**config.mk**
```make
export PLATFORM = sky130hd
export DESIGN_NAME = ps2_keyboard_rx
export DESIGN_NICKNAME = d
export VERILOG_FILES = /design/src/rtl/ps2_keyboard_rx.sv
export SDC_FILE = /design/constraint.sdc
export NUM_CORES = 1
export LEC_CHECK = 0
export ABC_CLOCK_PERIOD_IN_PS = 3100
export CORE_MARGIN = 3
export CORE_UTILIZATION = 50
export CTS_BUF_LIST = sky130_fd_sc_hd__clkbuf_8
export DETAILED_ROUTE_END_ITERATION = 16
export PLACE_DENSITY = 0.65
export REMOVE_ABC_BUFFERS = 1
export SYNTH_ARGS = -nofsm -noshare
export SYNTH_HDL_FRONTEND = slang
export SYNTH_SLANG_ARGS = --single-unit
```
**constraint.sdc**
```tcl
create_clock -name clk -period 3.1 [get_ports clk]
set_input_delay 0.62 -clock clk [delete_from_list [all_inputs] [get_ports clk]]
set_output_delay 0.62 -clock clk [all_outputs]
set_load 0.02 [all_outputs]
```
**src/rtl/ps2_keyboard_rx.sv**
```systemverilog
// PS/2 keyboard receiver: oversamples ps2_clk/ps2_data, deframes 11-bit
// frames and buffers valid scan-code bytes in a small FIFO with a pop handshake.
module ps2_keyboard_rx #(
  parameter int unsigned FIFO_DEPTH  = 8,
  parameter int unsigned SYNC_STAGES = 3
) (
  input  logic       clk,
  input  logic       clrn,
  input  logic       ps2_clk,
  input  logic       ps2_data,
  output logic [7:0] data,
  output logic       ready,
  input  logic       nextdata_n,
  output logic       overflow
);

  localparam int unsigned PTR_W = $clog2(FIFO_DEPTH);
  localparam int unsigned CNT_W = 4;
  localparam logic [CNT_W-1:0] STOP_COUNT = CNT_W'(10);

  logic [SYNC_STAGES-1:0] clk_sync;
  logic [9:0]             buffer;
  logic [CNT_W-1:0]       count;
  logic [7:0]             fifo [FIFO_DEPTH];
  logic [PTR_W-1:0]       w_ptr;
  logic [PTR_W-1:0]       r_ptr;

  logic fall_c;
  logic frame_ok_c;
  logic wr_c;
  logic pop_c;

  // Falling edge seen on the two oldest synchronizer stages
  assign fall_c     = clk_sync[SYNC_STAGES-1] & ~clk_sync[SYNC_STAGES-2];
  // Start low, stop high, odd parity over data+parity
  assign frame_ok_c = ~buffer[0] & ps2_data & (^buffer[9:1]);
  assign wr_c       = fall_c && (count == STOP_COUNT) && frame_ok_c;
  assign pop_c      = ready & ~nextdata_n;
  assign data       = fifo[r_ptr];

  // ps2_clk synchronizer / edge-detect chain (no reset needed)
  always_ff @(posedge clk) begin
    clk_sync <= {clk_sync[SYNC_STAGES-2:0], ps2_clk};
  end

  // Bit counter and frame shift buffer, one step per ps2_clk falling edge
  always_ff @(posedge clk) begin
    if (!clrn) begin
      count <= '0;
    end else if (fall_c) begin
      if (count == STOP_COUNT) begin
        count <= '0;
      end else begin
        buffer[count] <= ps2_data;
        count         <= count + CNT_W'(1);
      end
    end
  end

  // FIFO storage write; contents survive reset
  always_ff @(posedge clk) begin
    if (clrn && wr_c) begin
      fifo[w_ptr] <= buffer[8:1];
    end
  end

  // Pointers, ready and sticky overflow; a write wins over a same-cycle pop for ready
  always_ff @(posedge clk) begin
    if (!clrn) begin
      w_ptr    <= '0;
      r_ptr    <= '0;
      ready    <= 1'b0;
      overflow <= 1'b0;
    end else begin
      if (pop_c) begin
        r_ptr <= r_ptr + PTR_W'(1);
      end
      if (wr_c) begin
        w_ptr <= w_ptr + PTR_W'(1);
        ready <= 1'b1;
        if (r_ptr == w_ptr + PTR_W'(1)) begin
          overflow <= 1'b1;
        end
      end else if (pop_c && (w_ptr == r_ptr + PTR_W'(1))) begin
        ready <= 1'b0;
      end
    end
  end

endmodule

```
Word level (Yosys, flattened, before mapping)
Memory sizes are Yosys's and may differ from the RTL's. A register that Yosys moved wholly into a read port is not among the register bits. Cells that the tools add are included.

Register bits: 25. RAM bits: 64. Input port bits: 5. Output and inout bits: 10. Logic and storage cells: 43. Memories kept: 1.

Memories: fifo (words 8, width 8, read ports 1, clocked after memory_dff 1, write ports 1, line 24) `logic [7:0] fifo [FIFO_DEPTH];`.

Add/sub/neg operators: 3. Order comparisons: 2. Equal/unequal tests: 3. Mux-type cells: 10. Bitwise operators: 8. Reductions and logical operators: 9.

Operators by type and width (count): bitwise mux 10 bit (1); XOR reduction 9 bit (1); adder 3 x 1 -> 3 bit (second input constant) (2); == test 3 bit (2); two-way mux 3 bit (2); logical AND 1 bit (5); less-than comparator 4 x 5 -> 1 bit (second input constant) (1); two-way mux 1 bit (5); adder 4 x 1 -> 4 bit (second input constant) (1); AND 1 bit (4); demux 1 bit (select 4 bit) (1); == test 4 bit (second input constant) (1); >= comparator 4 x 1 -> 1 bit (second input constant) (1); two-way mux 4 bit (1); NOT 1 bit (4); AND reduction 3 bit (1); AND reduction 2 bit (1); nonzero test 2 bit (1).

Longest topological paths before layout
Gate-level depths: netlist of the first run.

Depth after elaboration: 7. Gate-level depth with buffers: 5.

Worst setup path after synthesis of the first run
Ideal clock, no wire load.

Kind: register -> register. Start: register buffer[3]. End: memory fifo[1][0], enable pin. Setup time: 0.383 ns. Arrival time: 2.203 ns. Data required time: 2.717 ns. Slack: 0.514 ns. Cell stages (with the launch flop): 6. Buffers on the path: 0. Clock period less this slack: 2.586 ns. Cells stage by stage: edfxtp_1 -> xor2_1 -> xnor3_2 -> xor2_1 -> nand3_1 -> nor3_1.

Cells in the longest elaborated chain, start to end: 6.

Ends and longest elaborated chain: start: declaration (line 22) `logic [9:0] buffer;`; start signal: indexed assignment (line 54) `buffer[count] <= ps2_data;`; XOR reduction 9 bit (line 36) `assign frame_ok_c = ~buffer[0] & ps2_data & (^buffer[9:1]);`; AND 1 bit (line 36); logical AND 1 bit (line 37) `assign wr_c = fall_c && (count == STOP_COUNT) && frame_ok_c;`; logical AND 1 bit (line 62) `if (clrn && wr_c) begin`; two-way mux 1 bit (line 62); two-way mux 1 bit (implied by the code) (line 63) `fifo[w_ptr] <= buffer[8:1];`; end: declaration (line 24).

No other way between the ends.

==> results.ini, run 1 <==
[sta]
rsz0062_at_grt = false
final-max-slew-violation-count = 0
period_share = 0.950
clock.fmax_mhz = 340
fin_setup_tns_ns = 0
hold_violations = 0
skew_ns = 0.0108
fin_crit_ns = 2.95
setup_violations = 0
tightest_slew_ns = 0.476
maxSlewHeadroom = 0.682

[detailed_routing]
dr_total_vias = 1875
routed_via_density = 5.34
routedWlPerCell_microns = 16.9
first_iter_violations = 144
totalWireLength_microns = 5930
dr.pass1.iters = 4
ant_nets = 0
drc = 0

[worst_setup_path]
crit_end = data[4]
start_kind = flip-flop
reg2reg_to = fifo[5][7]$_DFFE_PP_
criticalPathCategory = flip-flop to output port
r2r_start = buffer[3]$_DFFE_PP_
r2r_cells = 6
cp.required_ns = 2.48
rrSetupSlack_ns = 0.60
endpoint_kind = output port
worstPathArrival_ns = 2.33
worstPathMaxFanout = 16

[grt]
grt_use_total = 0.155
grt_pass1_vias = 1836
antenna_found_initial = 0
grt_max_degree = 17
overflow = 0
grt_pass1_wl_microns = 9740

[flow_run]
maxCapViolations = 0

[clock_tree]
cts-resized-gates = 0
htree_num_levels = 3
cts_root_buf = clkbuf_8
cts_setup_buffers = 0
cts_buffer_depth = 2
clk_pin_slew_ns = 0.08
cts-hold-fix-buffers = 0
numCtsBuffers = 9
clk_latency_ns = 0.34
clock-sinks = 92
tritoncts = built

[power_and_ir_drop]
peakVddDrop_v = 0.000236
leakage_nw = 1.32
power_w = 0.00211
powerDensity_nw_per_um2 = 503

[floorplan]
coreArea_sq_um = 6980
die_area_sq_um = 8480
die-height_microns = 92.1
ioPinCount = 15
initial_core_util = 0.531
num_rows = 30
die_w_microns = 92.1

[synth]
synth.distinct_cells = 40
synth_top_area_frac = 0.600
synthFlopType = edfxtp_1
synth_area_leaders = edfxtp_1 (60%), dfxtp_1 (9.7%), mux4_2 (9.7%)
syn_area_per_cell_sq_um = 16.6
syn-cell-area_sq_um = 3710
yosysTopAreaCell = edfxtp_1
netlist_instances = 223
synthArstFlopShare = 0
synth_seq_cells = 92
synth_edf_count = 74
yosysSeqAreaShare = 0.697
synth_warnings = 0

[placed_design]
gp_congestion = 0.763
numPortBuffers = 14
hpwl_microns = 3910
dp_cells = 335

[status]
status = finished, final reports clean

[layout]
final_cells = 351
antennaDiodeCount = 0
nets = 257
drive_gt1_frac = 0.231
area_growth_pct = 13.3

[hold_path]
hold_class = flip-flop to flip-flop

==> metal layers <==
metal,routed length (microns),vias to the layer above,share of wire,global-route usage
li1,-,908,-,-
met1,2630,921,0.44,0.208
met2,2960,44,0.50,0.247
met3,318,2,0.054,0.0459
met4,24,0,0.0040,0.0483
met5,0,-,0,0
==> critical path, cell delays in order (launching register included) <==
cell,delay (ns)
dfxtp_1,0.31
buf_4,0.30
mux4_2,0.55
mux2_2,0.27
clkdlybuf4s50_1,0.54
==> state kept, by name, summed over array words and instances (netlist names), named ones only <==
register / cells
fifo: 64
buffer: 10
count: 4
clk_sync: 3
r_ptr: 3
w_ptr: 3
overflow: 1
ready: 1
==> placed cells by master, fill, tap and decap left out, drive strengths merged, types with 2 or more instances in the layout <==
cell and count:
a21oi 8, buf 11, clkbuf 9, clkdlybuf4s50 14
clkinv 5, dfxtp 18, edfxtp 74, ha 2
inv 3, mux2 8, mux4 16, nand2 7
nand2b 5, nand3 4, nor2 21, nor2b 4
nor3 7, nor4 2, o21ai 6, or3 3
xnor2 9, xor2 6
==> cells in the mapped netlist, types with 3 or more instances <==
library cell and number:
edfxtp_1 74, nor2_1 21, dfxtp_1 18, mux4_2 16, xnor2_1 9, mux2_2 8
a21oi_1 7, nand2_1 6, o21ai_0 6, xor2_1 6, clkbuf_1 5, nor3_1 5
nand2b_1 4, nand3_1 4, nor2b_1 3
==> cells by family (layout without fill, tap and decap cells) <==
kind of cell             count (synthesis)  count (layout)  synth area share
AO/OA/AOI/OAI                           18              18            0.0280
XOR/XNOR                                16              16            0.0419
adder cells (fa/ha/maj)                  2               2           0.00675
buffers and inverters                   11              43            0.0128
flip-flops                              92              92             0.697
multiplexers                            25              25             0.124
AND/OR/NAND/NOR                         59              59            0.0895
==> metrics by stage <==
step            util  instance area [sq um]  hold WS, ns  setup WS (ns)
3_5_place_dp   0.574                   4010        0.318          0.444
6_report       0.601                   4200        0.332          0.155
5_1_grt        0.601                   4200        0.340        0.00288
4_1_cts        0.601                   4200        0.338          0.104
2_1_floorplan      -                   3670        0.310          0.514
3_3_place_gp   0.574                   4010        0.314          0.464
==> how the worst min path moves through the flow <==
stage / from / endpoint / slack [ns] / cells past startpoint
after detailed placement: clk_sync[0]$_DFF_P_ / clk_sync[1]$_DFF_P_ / 0.32 / 0
after floorplan: clk_sync[0]$_DFF_P_ / clk_sync[1]$_DFF_P_ / 0.31 / 0
after global routing: clk_sync[0]$_DFF_P_ / clk_sync[1]$_DFF_P_ / 0.34 / 0
after CTS: clk_sync[0]$_DFF_P_ / clk_sync[1]$_DFF_P_ / 0.34 / 0
final: clk_sync[0]$_DFF_P_ / clk_sync[1]$_DFF_P_ / 0.33 / 0
after global placement: clk_sync[0]$_DFF_P_ / clk_sync[1]$_DFF_P_ / 0.31 / 0
==> power breakdown <==
part / switching, W / internal (W) / leakage, nW
logic: 0.0000130 / 0.0000106 / 0.413
clock network: 0.000395 / 0.000370 / 0.101
registers: 0.00000576 / 0.00132 / 0.811
total: 0.000414 / 0.00170 / 1.32
==> area by class of cell <==
type | count | area, sq um
fill | 557 | 2780
sequential | 92 | 2580
multi-input combinational | 120 | 1080
timing repair buffer | 25 | 223
clock buffer | 9 | 124
tap | 96 | 120
clock inverter | 7 | 66.3
inverter | 2 | 7.51
Note: power is estimated with default switching activity, not from simulation.
==> inputs of run 2 (changes only) <==
--- a/config.mk
+++ b/config.mk
@@ -10,7 +10,7 @@
 export CORE_UTILIZATION = 50
 export CTS_BUF_LIST = sky130_fd_sc_hd__clkbuf_8
 export DETAILED_ROUTE_END_ITERATION = 16
-export PLACE_DENSITY = 0.65
+export PLACE_DENSITY = 0.76
 export REMOVE_ABC_BUFFERS = 1
 export SYNTH_ARGS = -nofsm -noshare
 export SYNTH_HDL_FRONTEND = slang
==> run 2 against run 1 <==
Worst hold slack better by 0.0020 ns. Combinational power barely moved. Maximum frequency grew 1.1%. Flip-flop and latch count did not move. First-iteration DRC count grew 8.3%. Clock power grew 10%. Sequential share of layout area down 0.38 points. Core utilization is 0.38 points higher. Setup slack better by 0.032 ns. Via count about the same. Critical path depth stayed put. Register-to-register slack got worse by 0.11 ns. Critical path type unchanged.
==> results.ini, run 2 (synthesis gave the netlist of run 1 again) <==
[detailed_routing]
totalWireLength_microns = 5680  ; -4.3%
dr_total_vias = 1876  ; +0.053%
first_iter_violations = 156  ; +8.3%
routedWlPerCell_microns = 16.2  ; -4.0%
ant_nets = 0  ; unchanged
drc = 0  ; unchanged
dr.pass1.iters = 4  ; unchanged
routed_via_density = 5.36  ; +0.34%

[clock_tree]
htree_num_levels = 3  ; unchanged
cts_root_buf = clkbuf_8
clk_latency_ns = 0.36  ; +0.02 ns
tritoncts = built
cts_setup_buffers = 0  ; unchanged
clock-sinks = 92  ; unchanged
numCtsBuffers = 9  ; unchanged
clk_pin_slew_ns = 0.08  ; about the same
cts_buffer_depth = 2  ; unchanged

[placed_design]
hpwl_microns = 3920  ; +0.31%
numPortBuffers = 14  ; unchanged
dpl_cell_area_sq_um = 4010  ; unchanged
gp_congestion = 0.761  ; -0.30%
dp_cells = 335  ; unchanged

[power_and_ir_drop]
leakage_nw = 1.33  ; +0.12%
powerDensity_nw_per_um2 = 519  ; +3.0%
power_w = 0.00219  ; +3.7%
peakVddDrop_v = 0.000385  ; +63%

[layout]
largest_register_ffs = 64  ; unchanged
top_register = fifo
final_cells = 350  ; -0.28%
nets = 257  ; unchanged
layout_commonest_cell = edfxtp_1
antennaDiodeCount = 0  ; unchanged
reg_top3 = fifo (64), buffer (10), count (4)
final_cell_mix = edfxtp_1 (74), nor2_1 (21), dfxtp_1 (18)
fin_area_sq_um = 4230  ; +0.63%
drive_gt1_frac = 0.232  ; +0.000911
area_growth_pct = 14.0

[worst_setup_path]
path_cells = buf_6 > mux4_2 > mux2_2 > clkdlybuf4s50_1
worstPathArrival_ns = 2.29  ; -0.04 ns
rrSetupSlack_ns = 0.49  ; -0.11 ns
crit_end = data[4]
cp.required_ns = 2.48  ; about the same
worstPathMaxFanout = 16  ; unchanged
start_kind = flip-flop
endpoint_kind = output port
slowest_delay_ns = 0.55  ; about the same
r2r_cells = 6  ; unchanged
criticalPathCategory = flip-flop to output port
reg2reg_to = fifo[5][1]$_DFFE_PP_
r2r_start = buffer[6]$_DFFE_PP_
cpMaxStageDelayCell = mux4_2

[floorplan]
num_rows = 30  ; unchanged
die_w_microns = 92.1  ; unchanged
ioPinCount = 15  ; unchanged
die-height_microns = 92.1  ; unchanged
initial_core_util = 0.531  ; unchanged
coreArea_sq_um = 6980  ; unchanged
die_area_sq_um = 8480  ; unchanged

[sta]
tightest_slew_ns = 0.469  ; -0.00639 ns
fin_crit_ns = 2.91  ; -0.0318 ns
hold_violations = 0  ; unchanged
holdWs_ns = 0.334  ; +0.00201 ns
skew_ns = 0.0115  ; +0.000732 ns
fin_setup_tns_ns = 0  ; unchanged
rsz0062_at_grt = false
setup_violations = 0  ; unchanged
final-max-slew-violation-count = 0  ; unchanged
clock.fmax_mhz = 343  ; +1.1%
maxSlewHeadroom = 0.687  ; +0.00427
period_share = 0.940  ; -0.0103

[grt]
grt_use_total = 0.154  ; -0.00163
grt_pass1_vias = 1938  ; +5.6%
antenna_found_initial = 0  ; unchanged
grt_pass1_wl_microns = 9800  ; +0.65%
overflow = 0  ; unchanged
grt_max_degree = 17  ; unchanged

[flow_run]
maxCapViolations = 0  ; unchanged

[hold_path]
hold_class = flip-flop to flip-flop

[status]
status = finished, final reports clean

-- run 2: how the worst min path moves through the flow --
| stage | start | to | slack (ns) | cells after the start |
|---|---|---|---|---|
| floorplan | clk_sync[0]$_DFF_P_ | clk_sync[1]$_DFF_P_ | 0.31 | 0 |
| global placement | clk_sync[0]$_DFF_P_ | clk_sync[1]$_DFF_P_ | 0.31 | 0 |
| detailed placement | clk_sync[0]$_DFF_P_ | clk_sync[1]$_DFF_P_ | 0.32 | 0 |
| CTS | clk_sync[0]$_DFF_P_ | clk_sync[1]$_DFF_P_ | 0.34 | 0 |
| global route | clk_sync[0]$_DFF_P_ | clk_sync[1]$_DFF_P_ | 0.34 | 0 |
| finish | clk_sync[0]$_DFF_P_ | clk_sync[1]$_DFF_P_ | 0.33 | 0 |
-- run 2: area by class of cell --
cell class	instances	area (sq um)
clock buffers	9	124
clock inverters	6	88.8
fillers	536	2760
inverters	2	7.51
multi-input cells	120	1080
flip-flops and latches	92	2580
well taps	96	120
repair buffers	25	226
-- run 2: what timing repair did --
action,4_1_cts,5_1_grt
resized for setup,0,1
setup endpoints to repair,0,3
hold buffers,0,0
-- run 2: per-layer routing --
layer	wire length, microns	GRT usage
met5	0	0
met4	44	0.0408
met3	244	0.0591
met2	2880	0.243
met1	2510	0.200
-- run 2: critical path, delay by kind of cell (launching register included) --
family	cells	cell delay, ns
buffers and inverters	2	0.77
flip-flops	1	0.33
multiplexers	2	0.83
-- run 2: per-stage QoR --
step	utilization	setup WS [ns]
6_report	0.605	0.186
5_1_grt	0.605	0.0715
4_1_cts	0.605	0.0610
3_5_place_dp	0.574	0.409
3_3_place_gp	0.574	0.449
2_1_floorplan	-	0.514
-- run 2: where the power goes --
group          internal [W]  switching [W]  total [W]
sequential          0.00132     0.00000578    0.00133
clock              0.000450       0.000392   0.000842
combinational     0.0000106      0.0000129  0.0000235
total               0.00178       0.000411    0.00219
==> inputs of run 3 (changes only) <==
--- a/config.mk
+++ b/config.mk
@@ -10,7 +10,7 @@
 export CORE_UTILIZATION = 50
 export CTS_BUF_LIST = sky130_fd_sc_hd__clkbuf_8
 export DETAILED_ROUTE_END_ITERATION = 16
-export PLACE_DENSITY = 0.76
+export PLACE_DENSITY = 0.8
 export REMOVE_ABC_BUFFERS = 1
 export SYNTH_ARGS = -nofsm -noshare
 export SYNTH_HDL_FRONTEND = slang
==> run 3 against run 2 <==
Combinational power hardly changed. Register-to-register slack hardly changed. Flip-flop and latch count stayed put. Sequential power hardly changed. Final cell count is 0.29% higher. Count of clock-buffer cells in the layout stayed put. Setup slack worse by 0.051 ns. Die area stayed put. Largest power group unchanged.
==> results.ini, run 3 (synthesis gave the netlist of run 1 again) <==
[grt]
grt_max_degree = 17  ; unchanged
antenna_found_initial = 0  ; unchanged
overflow = 0  ; unchanged
grt_pass1_wl_microns = 9940  ; +1.5%
grt_pass1_vias = 1970  ; +1.7%
grt_use_total = 0.155  ; +0.00103

[layout]
fin_area_sq_um = 4190  ; -0.95%
area_growth_pct = 12.9
nets = 257  ; unchanged
largest_register_ffs = 64  ; unchanged
layout_commonest_cell = edfxtp_1
final_cell_mix = edfxtp_1 (74), nor2_1 (21), dfxtp_1 (18)
top_register = fifo
drive_gt1_frac = 0.231  ; -0.000911
antennaDiodeCount = 0  ; unchanged
reg_top3 = fifo (64), buffer (10), count (4)
fill_cells = 543  ; +1.3%

[detailed_routing]
routedWlPerCell_microns = 16.5  ; +1.8%
dr_total_vias = 1942  ; +3.5%
ant_nets = 0  ; unchanged
totalWireLength_microns = 5790  ; +2.1%
routed_via_density = 5.53  ; +3.2%
first_iter_violations = 165  ; +5.8%
drc = 0  ; unchanged
dr.pass1.iters = 4  ; unchanged

[worst_setup_path]
endpoint_kind = output port
worstPathMaxFanout = 16  ; unchanged
r2r_cells = 6  ; unchanged
worstPathArrival_ns = 2.34  ; +0.05 ns
start_kind = flip-flop
cp.required_ns = 2.48  ; about the same
criticalPathCategory = flip-flop to output port

[sta]
fin_setup_tns_ns = 0  ; unchanged
clock.fmax_mhz = 337  ; -1.7%
skew_ns = 0.00944  ; -0.00210 ns
period_share = 0.956  ; +0.0164
tightest_slew_ns = 0.470  ; +0.000589 ns
rsz0062_at_grt = false
maxSlewHeadroom = 0.686  ; about the same
fin_crit_ns = 2.96  ; +0.0508 ns
holdWs_ns = 0.337  ; +0.00284 ns
final-max-slew-violation-count = 0  ; unchanged
hold_violations = 0  ; unchanged
setup_violations = 0  ; unchanged

[floorplan]
die_area_sq_um = 8480  ; unchanged
initial_core_util = 0.531  ; unchanged
die-height_microns = 92.1  ; unchanged
ioPinCount = 15  ; unchanged
coreArea_sq_um = 6980  ; unchanged
num_rows = 30  ; unchanged
die_w_microns = 92.1  ; unchanged

[clock_tree]
clock-sinks = 92  ; unchanged
tritoncts = built
cts_root_buf = clkbuf_8
clk_latency_ns = 0.35  ; about the same
cts-resized-gates = 0  ; unchanged
cts-hold-fix-buffers = 0  ; unchanged
numCtsBuffers = 9  ; unchanged
htree_num_levels = 3  ; unchanged
cts_setup_buffers = 0  ; unchanged
clk_pin_slew_ns = 0.09  ; about the same
cts_buffer_depth = 2  ; unchanged

[power_and_ir_drop]
power.switching_w = 0.000432  ; +5.3%
p_int_w = 0.00163  ; -8.7%
peakVddDrop_v = 0.000408  ; +5.8%
power_frac_clock = 0.345  ; -0.039
powerDensity_nw_per_um2 = 492  ; -5.1%
sw_frac_of_total = 0.210  ; +0.0226
p_seq_frac = 0.644  ; +0.039
leakage_nw = 1.31  ; -1.0%
comb_power_share = 0.011  ; about the same

[placed_design]
dpl_cell_area_sq_um = 4010  ; unchanged
numPortBuffers = 14  ; unchanged
gp_congestion = 0.781  ; +2.7%
hpwl_microns = 3930  ; +0.29%

[hold_path]
hold_class = flip-flop to flip-flop
hold_path_depth = 0  ; unchanged

[flow_run]
maxCapViolations = 0  ; unchanged

[status]
status = finished, final reports clean

run 3: cell count changes in the layout (fill, tap and decap cells not counted), sizes merged:
cell	change
bufinv	-2
inv	+2
clkinv	+1
run 3: metrics by stage:
step | setup slack (ns) | cells | utilization | power, W
2_1_floorplan | 0.514 | 214 | - | 0.00136
3_3_place_gp | 0.450 | 335 | 0.574 | 0.00138
3_5_place_dp | 0.424 | 335 | 0.574 | 0.00138
4_1_cts | 0.0938 | 351 | 0.599 | 0.00208
5_1_grt | 0.00910 | 351 | 0.599 | 0.00214
6_report | 0.136 | 351 | 0.599 | 0.00206
run 3: power by group through the flow:
| stage | Sequential (W) | Combinational (W) | Clock [W] |
|---|---|---|---|
| 3_3_place_gp | 0.00135 | 0.0000233 | 0 |
| 6_report | 0.00133 | 0.0000236 | 0.000710 |
| 3_5_place_dp | 0.00135 | 0.0000237 | 0 |
| 4_1_cts | 0.00133 | 0.0000238 | 0.000729 |
| 2_1_floorplan | 0.00135 | 0.0000120 | 0 |
| 5_1_grt | 0.00133 | 0.0000266 | 0.000791 |
run 3: worst paths after layout:
path | start | to | slack [ns]
max | flip-flop | data[3] | 0.14
min | clk_sync[0]$_DFF_P_ | clk_sync[1]$_DFF_P_ | 0.34
max reg2reg | buffer[6]$_DFFE_PP_ | fifo[1][4]$_DFFE_PP_ | 0.50
min reg2reg | clk_sync[0]$_DFF_P_ | clk_sync[1]$_DFF_P_ | 0.34
run 3: cell type report:
class	count	area, sq um	share of cell area
multi-input cells	120	1080	0.257
clock inverters	7	52.6	0.0126
clock buffers	9	124	0.0296
well taps	96	120	0.0287
flip-flops and latches	92	2580	0.617
inverters	2	7.51	0.00179
repair buffers	25	223	0.0532
run 3: layer usage:
metal | part of all wire | track usage | vias to the layer above
met2 | 0.50 | 0.249 | 52
met4 | 0.020 | 0.0507 | 0
li1 | - | - | 908
met1 | 0.43 | 0.198 | 972
met5 | 0 | 0 | -
met3 | 0.051 | 0.0533 | 10
run 3: worst max-delay path: stages (launching register included):
cell and delay (ns):
dfxtp_1 0.31, buf_4 0.30, mux4_2 0.57, mux2_2 0.28
clkdlybuf4s50_1 0.53
